$ cat src/rtl/aib_link_init_seq_if.sv
// ---------------------------------------------------------------------------
// aib_link_init_seq_if
//
// Sideband handshake bundle between the master-side link bring-up sequencer
// and the sideband shift register that carries the flags to and from the
// far die.
//
// Signals:
//   c_sl_*  far-side flags, already de-serialized and in the i_aux_clk domain
//   c_ms_*  master-side flags handed to the shift register for serialization
//
// Modports:
//   master  the sequencer (consumes c_sl_*, produces c_ms_*)
//   slave   the shift register / far-side model (produces c_sl_*, consumes c_ms_*)
// ---------------------------------------------------------------------------
interface aib_link_init_seq_if;

  logic c_sl_osc_transfer_en;
  logic c_sl_tx_transfer_en;
  logic c_sl_rx_transfer_en;
  logic c_sl_rx_dll_lock;
  logic c_sl_tx_dcd_cal_done;

  logic c_ms_osc_transfer_en;
  logic c_ms_tx_dcd_cal_done;
  logic c_ms_tx_transfer_en;
  logic c_ms_rx_dll_lock;
  logic c_ms_rx_dcd_cal_done;
  logic c_ms_rx_transfer_en;
  logic c_ms_rx_align_done;

  modport master (
    input  c_sl_osc_transfer_en,
    input  c_sl_tx_transfer_en,
    input  c_sl_rx_transfer_en,
    input  c_sl_rx_dll_lock,
    input  c_sl_tx_dcd_cal_done,
    output c_ms_osc_transfer_en,
    output c_ms_tx_dcd_cal_done,
    output c_ms_tx_transfer_en,
    output c_ms_rx_dll_lock,
    output c_ms_rx_dcd_cal_done,
    output c_ms_rx_transfer_en,
    output c_ms_rx_align_done
  );

  modport slave (
    output c_sl_osc_transfer_en,
    output c_sl_tx_transfer_en,
    output c_sl_rx_transfer_en,
    output c_sl_rx_dll_lock,
    output c_sl_tx_dcd_cal_done,
    input  c_ms_osc_transfer_en,
    input  c_ms_tx_dcd_cal_done,
    input  c_ms_tx_transfer_en,
    input  c_ms_rx_dll_lock,
    input  c_ms_rx_dcd_cal_done,
    input  c_ms_rx_transfer_en,
    input  c_ms_rx_align_done
  );

endinterface

$ cat src/rtl/aib_link_init_seq.sv
// ---------------------------------------------------------------------------
// aib_link_init_seq
//
// Master-side AIB link bring-up sequencer. Walks oscillator transfer, TX DCD
// calibration, RX DLL lock, RX DCD calibration and RX alignment in order,
// glitch-filters every far-side flag and bounds every wait state with a
// timeout. Everything runs in the i_aux_clk domain.
//
// Parameters:
//   STABLE_CYCLES   consecutive differing samples needed to flip a filtered flag (>=1)
//   TIMEOUT_CYCLES  maximum cycles spent in any wait state (>=2)
//
// Ports:
//   i_aux_clk            clock
//   i_rst_n              synchronous active-low reset
//   i_link_en            start bring-up when 1, abort to IDLE when 0
//   sb                   sideband flag bundle (c_sl_* in, c_ms_* out)
//   i_tx_dcd_cal_done    local TX DCD calibration complete
//   i_rx_dll_lock        local RX DLL locked
//   i_rx_dcd_cal_done    local RX DCD calibration complete
//   i_rx_align_done      local RX alignment complete
//   o_tx_dcd_cal_start   TX DCD calibration request
//   o_rx_dll_en          RX DLL enable
//   o_rx_dcd_cal_start   RX DCD calibration request
//   o_rx_align_start     RX alignment request
//   o_link_up            bring-up complete
//   o_error              timeout or loss of the far side
//   o_state              current state encoding (debug)
// ---------------------------------------------------------------------------
module aib_link_init_seq #(
  parameter int STABLE_CYCLES  = 4,
  parameter int TIMEOUT_CYCLES = 65535
) (
  input  logic                       i_aux_clk,
  input  logic                       i_rst_n,
  input  logic                       i_link_en,
  aib_link_init_seq_if.master        sb,
  input  logic                       i_tx_dcd_cal_done,
  input  logic                       i_rx_dll_lock,
  input  logic                       i_rx_dcd_cal_done,
  input  logic                       i_rx_align_done,
  output logic                       o_tx_dcd_cal_start,
  output logic                       o_rx_dll_en,
  output logic                       o_rx_dcd_cal_start,
  output logic                       o_rx_align_start,
  output logic                       o_link_up,
  output logic                       o_error,
  output logic [3:0]                 o_state
);

  localparam int FW = (STABLE_CYCLES > 1) ? $clog2(STABLE_CYCLES) : 1;
  localparam int TW = (TIMEOUT_CYCLES > 2) ? $clog2(TIMEOUT_CYCLES) : 1;
  localparam logic [FW-1:0] FLT_LAST = FW'(STABLE_CYCLES - 1);
  localparam logic [TW-1:0] TMO_LAST = TW'(TIMEOUT_CYCLES - 1);

  typedef enum logic [3:0] {
    ST_IDLE     = 4'd0,
    ST_OSC      = 4'd1,
    ST_TX_CAL   = 4'd2,
    ST_TX_XFER  = 4'd3,
    ST_RX_DLL   = 4'd4,
    ST_RX_CAL   = 4'd5,
    ST_RX_ALIGN = 4'd6,
    ST_LINK_UP  = 4'd7,
    ST_ERROR    = 4'd8
  } state_e;

  typedef struct packed {
    logic msOscXfer;
    logic msTxDcdDone;
    logic msTxXfer;
    logic msRxDllLock;
    logic msRxDcdDone;
    logic msRxXfer;
    logic msRxAlignDone;
    logic txCalStart;
    logic rxDllEn;
    logic rxCalStart;
    logic alignStart;
    logic linkUp;
    logic error;
  } outs_t;

  // Far-side flag vector: [0] osc, [1] tx xfer, [2] rx xfer, [3] rx dll lock, [4] tx dcd done
  logic [4:0]    slRaw;
  logic [4:0]    slFilt_q, slFilt_d;
  logic [4:0]    slPrev_q;
  logic [FW-1:0] fltCnt_q [5];
  logic [FW-1:0] fltCnt_d [5];
  logic          dllPrev_q;

  state_e        state_q, state_d;
  logic [TW-1:0] tmoCnt_q, tmoCnt_d;
  outs_t         outs_q, outs_d;

  logic          waitState;
  logic          tmoHit;
  logic          exitOk;
  state_e        seqNext;
  logic          linkLost;

  assign slRaw = {sb.c_sl_tx_dcd_cal_done, sb.c_sl_rx_dll_lock, sb.c_sl_rx_transfer_en,
                  sb.c_sl_tx_transfer_en, sb.c_sl_osc_transfer_en};

  // Glitch filter: a flag only flips after STABLE_CYCLES consecutive samples
  // that disagree with the current filtered value; any agreeing sample
  // restarts the count.
  always_comb begin
    slFilt_d = slFilt_q;
    for (int i = 0; i < 5; i++) begin
      fltCnt_d[i] = '0;
      if (slRaw[i] != slFilt_q[i]) begin
        if (fltCnt_q[i] == FLT_LAST) begin
          slFilt_d[i] = slRaw[i];
        end else begin
          fltCnt_d[i] = fltCnt_q[i] + FW'(1);
        end
      end
    end
  end

  // Next-state logic. Exit conditions beat the timeout, and dropping
  // i_link_en beats everything except ERROR, which only releases to IDLE.
  always_comb begin
    state_d   = state_q;
    exitOk    = 1'b0;
    seqNext   = state_q;
    waitState = (state_q != ST_IDLE) && (state_q != ST_LINK_UP) && (state_q != ST_ERROR);
    tmoHit    = (tmoCnt_q == TMO_LAST);
    // Falling edges are taken on the registered filtered flags, so a far-side
    // drop costs one cycle on top of the filter latency.
    linkLost  = (|(slPrev_q & ~slFilt_q)) | (dllPrev_q & ~i_rx_dll_lock);

    case (state_q)
      ST_OSC: begin
        exitOk  = slFilt_q[0];
        seqNext = ST_TX_CAL;
      end
      ST_TX_CAL: begin
        exitOk  = i_tx_dcd_cal_done;
        seqNext = ST_TX_XFER;
      end
      ST_TX_XFER: begin
        exitOk  = slFilt_q[2] & slFilt_q[1];
        seqNext = ST_RX_DLL;
      end
      ST_RX_DLL: begin
        exitOk  = i_rx_dll_lock;
        seqNext = ST_RX_CAL;
      end
      ST_RX_CAL: begin
        exitOk  = i_rx_dcd_cal_done;
        seqNext = ST_RX_ALIGN;
      end
      ST_RX_ALIGN: begin
        exitOk  = i_rx_align_done & slFilt_q[3] & slFilt_q[4];
        seqNext = ST_LINK_UP;
      end
      default: begin
        exitOk  = 1'b0;
        seqNext = state_q;
      end
    endcase

    case (state_q)
      ST_IDLE:    state_d = ST_OSC;
      ST_LINK_UP: if (linkLost) state_d = ST_ERROR;
      ST_ERROR:   if (!i_link_en) state_d = ST_IDLE;
      default: begin
        if (exitOk) begin
          state_d = seqNext;
        end else if (tmoHit) begin
          state_d = ST_ERROR;
        end
      end
    endcase

    if (!i_link_en && (state_q != ST_ERROR)) begin
      state_d = ST_IDLE;
    end
  end

  // Timeout counter: restarts on every state change and saturates rather
  // than wrapping if a wait state were ever held past the limit.
  always_comb begin
    tmoCnt_d = tmoCnt_q;
    if (state_d != state_q) begin
      tmoCnt_d = '0;
    end else if (waitState && (tmoCnt_q != {TW{1'b1}})) begin
      tmoCnt_d = tmoCnt_q + TW'(1);
    end
  end

  // Moore output decode of the upcoming state, so outputs are registered
  // alongside the state. Handshake flags accumulate from their owning state
  // through LINK_UP; the one-shot requests are only live in their own state.
  always_comb begin
    outs_d = '0;
    if ((state_d != ST_IDLE) && (state_d != ST_ERROR)) begin
      outs_d.msOscXfer   = 1'b1;
      outs_d.msTxDcdDone = (state_d >= ST_TX_XFER);
      outs_d.msTxXfer    = (state_d >= ST_TX_XFER);
      outs_d.rxDllEn     = (state_d >= ST_RX_DLL);
      outs_d.msRxDllLock = (state_d >= ST_RX_CAL);
      outs_d.msRxDcdDone = (state_d >= ST_RX_ALIGN);
    end
    outs_d.txCalStart    = (state_d == ST_TX_CAL);
    outs_d.rxCalStart    = (state_d == ST_RX_CAL);
    outs_d.alignStart    = (state_d == ST_RX_ALIGN);
    outs_d.msRxAlignDone = (state_d == ST_LINK_UP);
    outs_d.msRxXfer      = (state_d == ST_LINK_UP);
    outs_d.linkUp        = (state_d == ST_LINK_UP);
    outs_d.error         = (state_d == ST_ERROR);
  end

  // State, filter, timeout and output registers with synchronous reset.
  always_ff @(posedge i_aux_clk) begin
    if (!i_rst_n) begin
      state_q   <= ST_IDLE;
      tmoCnt_q  <= '0;
      outs_q    <= '0;
      slFilt_q  <= '0;
      slPrev_q  <= '0;
      dllPrev_q <= 1'b0;
      for (int i = 0; i < 5; i++) begin
        fltCnt_q[i] <= '0;
      end
    end else begin
      state_q   <= state_d;
      tmoCnt_q  <= tmoCnt_d;
      outs_q    <= outs_d;
      slFilt_q  <= slFilt_d;
      slPrev_q  <= slFilt_q;
      dllPrev_q <= i_rx_dll_lock;
      for (int i = 0; i < 5; i++) begin
        fltCnt_q[i] <= fltCnt_d[i];
      end
    end
  end

  assign sb.c_ms_osc_transfer_en = outs_q.msOscXfer;
  assign sb.c_ms_tx_dcd_cal_done = outs_q.msTxDcdDone;
  assign sb.c_ms_tx_transfer_en  = outs_q.msTxXfer;
  assign sb.c_ms_rx_dll_lock     = outs_q.msRxDllLock;
  assign sb.c_ms_rx_dcd_cal_done = outs_q.msRxDcdDone;
  assign sb.c_ms_rx_transfer_en  = outs_q.msRxXfer;
  assign sb.c_ms_rx_align_done   = outs_q.msRxAlignDone;
  assign o_tx_dcd_cal_start      = outs_q.txCalStart;
  assign o_rx_dll_en             = outs_q.rxDllEn;
  assign o_rx_dcd_cal_start      = outs_q.rxCalStart;
  assign o_rx_align_start        = outs_q.alignStart;
  assign o_link_up               = outs_q.linkUp;
  assign o_error                 = outs_q.error;
  assign o_state                 = state_q;

endmodule

$ cat src/flat_wrapper.sv
// flat-port wrapper written by rule: the top's interface ports become plain ports
module aib_link_init_seq_flat 
#(
  parameter int STABLE_CYCLES  = 4,
  parameter int TIMEOUT_CYCLES = 65535
)
  (i_aux_clk, i_rst_n, i_link_en, i_tx_dcd_cal_done, i_rx_dll_lock, i_rx_dcd_cal_done, i_rx_align_done, o_tx_dcd_cal_start, o_rx_dll_en, o_rx_dcd_cal_start, o_rx_align_start, o_link_up, o_error, o_state, sb_c_sl_osc_transfer_en, sb_c_sl_tx_transfer_en, sb_c_sl_rx_transfer_en, sb_c_sl_rx_dll_lock, sb_c_sl_tx_dcd_cal_done, sb_c_ms_osc_transfer_en, sb_c_ms_tx_dcd_cal_done, sb_c_ms_tx_transfer_en, sb_c_ms_rx_dll_lock, sb_c_ms_rx_dcd_cal_done, sb_c_ms_rx_transfer_en, sb_c_ms_rx_align_done);
  aib_link_init_seq_if sb_i ();
  input  logic i_aux_clk;
  input  logic i_rst_n;
  input  logic i_link_en;
  input  logic i_tx_dcd_cal_done;
  input  logic i_rx_dll_lock;
  input  logic i_rx_dcd_cal_done;
  input  logic i_rx_align_done;
  output logic o_tx_dcd_cal_start;
  output logic o_rx_dll_en;
  output logic o_rx_dcd_cal_start;
  output logic o_rx_align_start;
  output logic o_link_up;
  output logic o_error;
  output logic [3:0] o_state;
  input wire logic [$bits(sb_i.c_sl_osc_transfer_en)-1:0] sb_c_sl_osc_transfer_en;
  input wire logic [$bits(sb_i.c_sl_tx_transfer_en)-1:0] sb_c_sl_tx_transfer_en;
  input wire logic [$bits(sb_i.c_sl_rx_transfer_en)-1:0] sb_c_sl_rx_transfer_en;
  input wire logic [$bits(sb_i.c_sl_rx_dll_lock)-1:0] sb_c_sl_rx_dll_lock;
  input wire logic [$bits(sb_i.c_sl_tx_dcd_cal_done)-1:0] sb_c_sl_tx_dcd_cal_done;
  output wire logic [$bits(sb_i.c_ms_osc_transfer_en)-1:0] sb_c_ms_osc_transfer_en;
  output wire logic [$bits(sb_i.c_ms_tx_dcd_cal_done)-1:0] sb_c_ms_tx_dcd_cal_done;
  output wire logic [$bits(sb_i.c_ms_tx_transfer_en)-1:0] sb_c_ms_tx_transfer_en;
  output wire logic [$bits(sb_i.c_ms_rx_dll_lock)-1:0] sb_c_ms_rx_dll_lock;
  output wire logic [$bits(sb_i.c_ms_rx_dcd_cal_done)-1:0] sb_c_ms_rx_dcd_cal_done;
  output wire logic [$bits(sb_i.c_ms_rx_transfer_en)-1:0] sb_c_ms_rx_transfer_en;
  output wire logic [$bits(sb_i.c_ms_rx_align_done)-1:0] sb_c_ms_rx_align_done;
  assign sb_i.c_sl_osc_transfer_en = sb_c_sl_osc_transfer_en;
  assign sb_i.c_sl_tx_transfer_en = sb_c_sl_tx_transfer_en;
  assign sb_i.c_sl_rx_transfer_en = sb_c_sl_rx_transfer_en;
  assign sb_i.c_sl_rx_dll_lock = sb_c_sl_rx_dll_lock;
  assign sb_i.c_sl_tx_dcd_cal_done = sb_c_sl_tx_dcd_cal_done;
  assign sb_c_ms_osc_transfer_en = sb_i.c_ms_osc_transfer_en;
  assign sb_c_ms_tx_dcd_cal_done = sb_i.c_ms_tx_dcd_cal_done;
  assign sb_c_ms_tx_transfer_en = sb_i.c_ms_tx_transfer_en;
  assign sb_c_ms_rx_dll_lock = sb_i.c_ms_rx_dll_lock;
  assign sb_c_ms_rx_dcd_cal_done = sb_i.c_ms_rx_dcd_cal_done;
  assign sb_c_ms_rx_transfer_en = sb_i.c_ms_rx_transfer_en;
  assign sb_c_ms_rx_align_done = sb_i.c_ms_rx_align_done;
  aib_link_init_seq #(.STABLE_CYCLES(STABLE_CYCLES), .TIMEOUT_CYCLES(TIMEOUT_CYCLES)) u_core (.i_aux_clk(i_aux_clk), .i_rst_n(i_rst_n), .i_link_en(i_link_en), .sb(sb_i), .i_tx_dcd_cal_done(i_tx_dcd_cal_done), .i_rx_dll_lock(i_rx_dll_lock), .i_rx_dcd_cal_done(i_rx_dcd_cal_done), .i_rx_align_done(i_rx_align_done), .o_tx_dcd_cal_start(o_tx_dcd_cal_start), .o_rx_dll_en(o_rx_dll_en), .o_rx_dcd_cal_start(o_rx_dcd_cal_start), .o_rx_align_start(o_rx_align_start), .o_link_up(o_link_up), .o_error(o_error), .o_state(o_state));
endmodule
$ cat config.mk
export PLATFORM = sky130hd
export DESIGN_NAME = aib_link_init_seq_flat
export DESIGN_NICKNAME = d
export VERILOG_FILES = /design/src/rtl/aib_link_init_seq_if.sv /design/src/rtl/aib_link_init_seq.sv /design/src/flat_wrapper.sv
export SDC_FILE = /design/constraint.sdc
export NUM_CORES = 1
export LEC_CHECK = 0
export ABC_CLOCK_PERIOD_IN_PS = 3200
export BUFFER_PORTS_ARGS = -buffer_cell sky130_fd_sc_hd__buf_2
export CAP_MARGIN = 20
export CELL_PAD_IN_SITES_DETAIL_PLACEMENT = 1
export CELL_PAD_IN_SITES_GLOBAL_PLACEMENT = 2
export CORE_ASPECT_RATIO = 0.6
export CORE_MARGIN = 2
export CORE_UTILIZATION = 36
export CTS_BUF_LIST = sky130_fd_sc_hd__clkbuf_8 sky130_fd_sc_hd__clkbuf_16
export CTS_CLUSTER_DIAMETER = 150
export DETAILED_ROUTE_END_ITERATION = 16
export PLACE_DENSITY_LB_ADDON = 0.1
export SYNTH_ARGS = -nofsm -noshare
export SYNTH_HDL_FRONTEND = slang
export SYNTH_SLANG_ARGS = --single-unit
$ cat constraint.sdc
create_clock -name i_aux_clk -period 3.2 [get_ports i_aux_clk]
set_clock_uncertainty 0.2 [all_clocks]
set_input_delay 0.16 -clock i_aux_clk [delete_from_list [all_inputs] [get_ports i_aux_clk]]
set_output_delay 0.16 -clock i_aux_clk [all_outputs]
set_load 0.05 [all_outputs]
==> results.cfg <==
[status]
outcome = finished clean

[worst_setup_path]
setup.worst_path.start_class = flop
ff2ff_path_depth = 7
crit_path_top_delay_cell = dfxtp_1
path_delay_family = simple AND/OR/NAND/NOR gates
cp_num_buf_inv = 0
critical_path.most_common_cell = and3_4
timing.rr.end = u_core.tmoCnt_q[3]$_SDFFE_PP0P_
timing.critical_path.required_ns = 3.17
reg2reg_from = u_core.o_state[2]$_SDFF_PN0_
critPathMaxFanout = 16
cp_cell_sequence = and3b_1, and3_4, or4_4, or4b_1, and3_4, nand4_4, nor3_1
timing.critical_path.to_type = flop
category_of_the_most_critical_setup_path = flop to flop
rrSetupSlack_ns = 0.34
worstPathArrival_ns = 2.83
critical-path-max-stage-delay_ns = 0.56

[timing]
period_minus_slack_ns = 2.856
timing_max_transition_violations_final = 0
finalSetupTns_ns = 0
timing_hold_violations_final = 0
period_share_pct = 89.25
grt_setup_unrepaired = false
max_clock_freq_mhz = 350.1
max-slew-margin-rel_pct = 54.03
report.final.setup_viol = 0
timing_worst_slew_pin_value_ns = 0.6843

[synth]
synthArstFlopShare_pct = 0
synth-warning-count = 0
synthesis.instances = 269
synth.distinct_cells = 54
synthesis.area_per_instance_um2 = 9.219
synthesis.area_um2 = 2480
mappedNetlistNets = 288
synth_seq_cells = 51
sequential_to_total_area_share_from_yosys_stat_pct = 41.17
count_of_flip_flops_with_a_built_in_enable_after_synthesis = 0
ys.flop_type = dfxtp_1

[clock_network]
clkLatencyLatePin_ns = 0.30
clk_transition_reported_paths_ns = 0.07
clock_sink_count = 51
cts-root-buf = clkbuf_16
htree_levels = 2
cts_inserted_buffers = 5
cts_tree = done
clock_path_buffers = 2

[finish]
filler_instances = 778
antenna_diode_count = 0
syn2layout_area_growth_pct = 19.17
layout_cell_share_with_drive_strength_beyond_1_pct = 18.63
most-common-layout-cells = dfxtp_1, buf_2, nor3_1
most_frequent_standard_cell_in_the_layout_excluding_fill_and_tap_cells = dfxtp_1
layout.nets = 324
fin_util_pct = 44.27

[die]
floorplan.initialDensity_pct = 37.14
chipWidth_um = 111.2
top_level_ports = 29
core_um2 = 6676
num_rows = 23
die-height_um = 68.29
fp.dieArea_um2 = 7590

[grt]
initial_antenna_violation_count = 0
grt_first_pass_wirelength_mm = 10.09
final_global_route_overflow_total = 0
largest_net_degree_at_the_start_of_global_routing = 33
grt_pass1_vias = 1937
track_usage_pct = 17.02

[power_and_ir_drop]
power.clock.fraction_pct = 42.3
peakVddDrop_mv = 0.2422
p_leak_nw = 1.144
power.share.switching_pct = 24.05
combinationalPowerShare_pct = 8.0
pwr-share-seq_pct = 49.7
internal_power_mw = 1.001
netSwitchingPower_mw = 0.3169
power.density_cell_area_nw_per_um2 = 445.9

[route]
routed-via-count = 2058
detail_route.first_pass.iterations = 4
route.detailed.drc = 0
drt_iter0_markers = 92
detail_route.wl_per_cell_um = 15.25
drt.antenna.violating_nets = 0
avgViaCountPerCell = 5.237
finalWirelength_mm = 5.992

[placement]
io_buffer_count = 28
hpwlAfterDp_mm = 4.426
gp_congestion = 0.7968

[flow_run]
maxCapViolCount = 0

[hold_path]
holdCritPathClass = input pin to flop
holdPathStages = 2
worstHoldEndpoint = u_core.fltCnt_q[0][0]$_SDFF_PP0_
hold_start = i_rst_n
synthesized netlist by cell type, drive strengths merged, types with 2 or more instances:
library cell,instances,area [µm²]
dfxtp,51,1021
nor3,25,136.4
nor2,19,71.32
nand2,13,51.30
and2,12,75.07
xor2,11,96.34
nand4,10,77.57
inv,9,33.78
xnor2,9,78.83
clkbuf,8,31.28
nor2b,8,50.05
and3,7,53.80
ha,7,87.58
nand3,7,35.03
buf,6,43.79
mux2i,6,60.06
o21ai,6,30.02
nor4bb,5,50.05
a21oi,4,23.77
and4b,4,40.04
nor4,4,25.02
a211oi,3,22.52
nand2b,3,18.77
nand3b,3,22.52
nand4b,3,26.28
nor4b,3,32.53
o2111ai,3,26.28
a31oi,2,12.51
o211ai,2,15.01
o22ai,2,12.51
or4,2,18.77
area by class of cell:
class                   count  area [µm²]  area share (%)
well taps                  87       108.9           3.683
flip-flops and latches     51        1022           34.59
clock buffers               6       138.9           4.699
multi-input cells         195        1368           46.27
inverters                   9       33.78           1.143
clock inverters             2       16.27          0.5504
repair buffers             43       267.8           9.060
stage by stage:
step | total power, mW | instance area (µm²) | cells | hold slack [ns] | worst slack, ns
floorplan | 0.7398 | 2480 | 269 | 0.08171 | 0.1915
global placement | 0.7682 | 2721 | 379 | 0.1978 | 0.07525
detailed placement | 0.7687 | 2721 | 379 | 0.2027 | 0.08376
CTS | 1.337 | 2937 | 393 | 0.1655 | 0.06022
global route | 1.379 | 2955 | 393 | 0.1988 | 0.1439
finish | 1.318 | 2955 | 393 | 0.1603 | 0.3440
timing repair:
action,CTS,global route
setup endpoints to repair,0,24
endpoints found under the hold margin,8,0
setup buffers,0,0
hold buffers,6,0
gates resized for setup,0,4
registers in the layout (all words and copies together) (netlist names):
| name | flops |
|---|---|
| u_core.o_state | 4 |
| u_core.sb.c_ms_osc_transfer_en | 1 |
| u_core.fltCnt_q | 10 |
| u_core.o_rx_align_start | 1 |
| u_core.o_tx_dcd_cal_start | 1 |
| u_core.slPrev_q | 5 |
| u_core.sb.c_ms_tx_dcd_cal_done | 1 |
| u_core.o_rx_dll_en | 1 |
| u_core.slFilt_q | 5 |
| u_core.sb.c_ms_rx_dll_lock | 1 |
| u_core.sb.c_ms_rx_transfer_en | 1 |
| u_core.sb.c_ms_rx_dcd_cal_done | 1 |
| u_core.o_error | 1 |
| u_core.o_rx_dcd_cal_start | 1 |
| u_core.tmoCnt_q | 16 |
| u_core.dllPrev_q | 1 |
routing by layer:
layer	vias up	GRT usage [%]	share of wire [%]
met1	970	25.77	56
li1	1041	-	-
met3	8	4.694	5.4
met2	39	23.47	38
met5	-	0	0
met4	0	4.167	0.80
power groups by stage:
stage / sequential, mW / combinational [mW] / clock [mW]
floorplan: 0.675 / 0.0645 / 0
global placement: 0.669 / 0.0990 / 0
detailed placement: 0.670 / 0.0990 / 0
CTS: 0.655 / 0.105 / 0.577
global route: 0.656 / 0.119 / 0.604
finish: 0.655 / 0.105 / 0.558
kinds of logic after synthesis:
group | share of synthesized area (%)
AND/OR/NAND/NOR | 33.20
flip-flops | 41.17
AO/OA/AOI/OAI | 8.224
buffers and inverters | 4.389
XOR/XNOR | 7.064
adder cells (fa/ha/maj) | 3.532
multiplexers | 2.422
how the worst max path moves through the flow:
stage                            startpoint                                   endpoint  slack [ns]  cells past startpoint
3_5_place_dp   u_core.o_state[1]$_SDFF_PN0_  u_core.sb.c_ms_tx_dcd_cal_done$_SDFF_PN0_        0.08                      7
3_3_place_gp   u_core.o_state[1]$_SDFF_PN0_            u_core.tmoCnt_q[2]$_SDFFE_PP0P_        0.08                      7
5_1_grt        u_core.o_state[1]$_SDFF_PN0_            u_core.tmoCnt_q[9]$_SDFFE_PP0P_        0.14                      7
6_report       u_core.o_state[2]$_SDFF_PN0_            u_core.tmoCnt_q[3]$_SDFFE_PP0P_        0.34                      7
2_1_floorplan  u_core.o_state[3]$_SDFF_PN0_            u_core.tmoCnt_q[0]$_SDFFE_PP0P_        0.19                      9
4_1_cts        u_core.o_state[1]$_SDFF_PN0_  u_core.sb.c_ms_tx_dcd_cal_done$_SDFF_PN0_        0.06                      7
(Power assumes the default switching activity.)
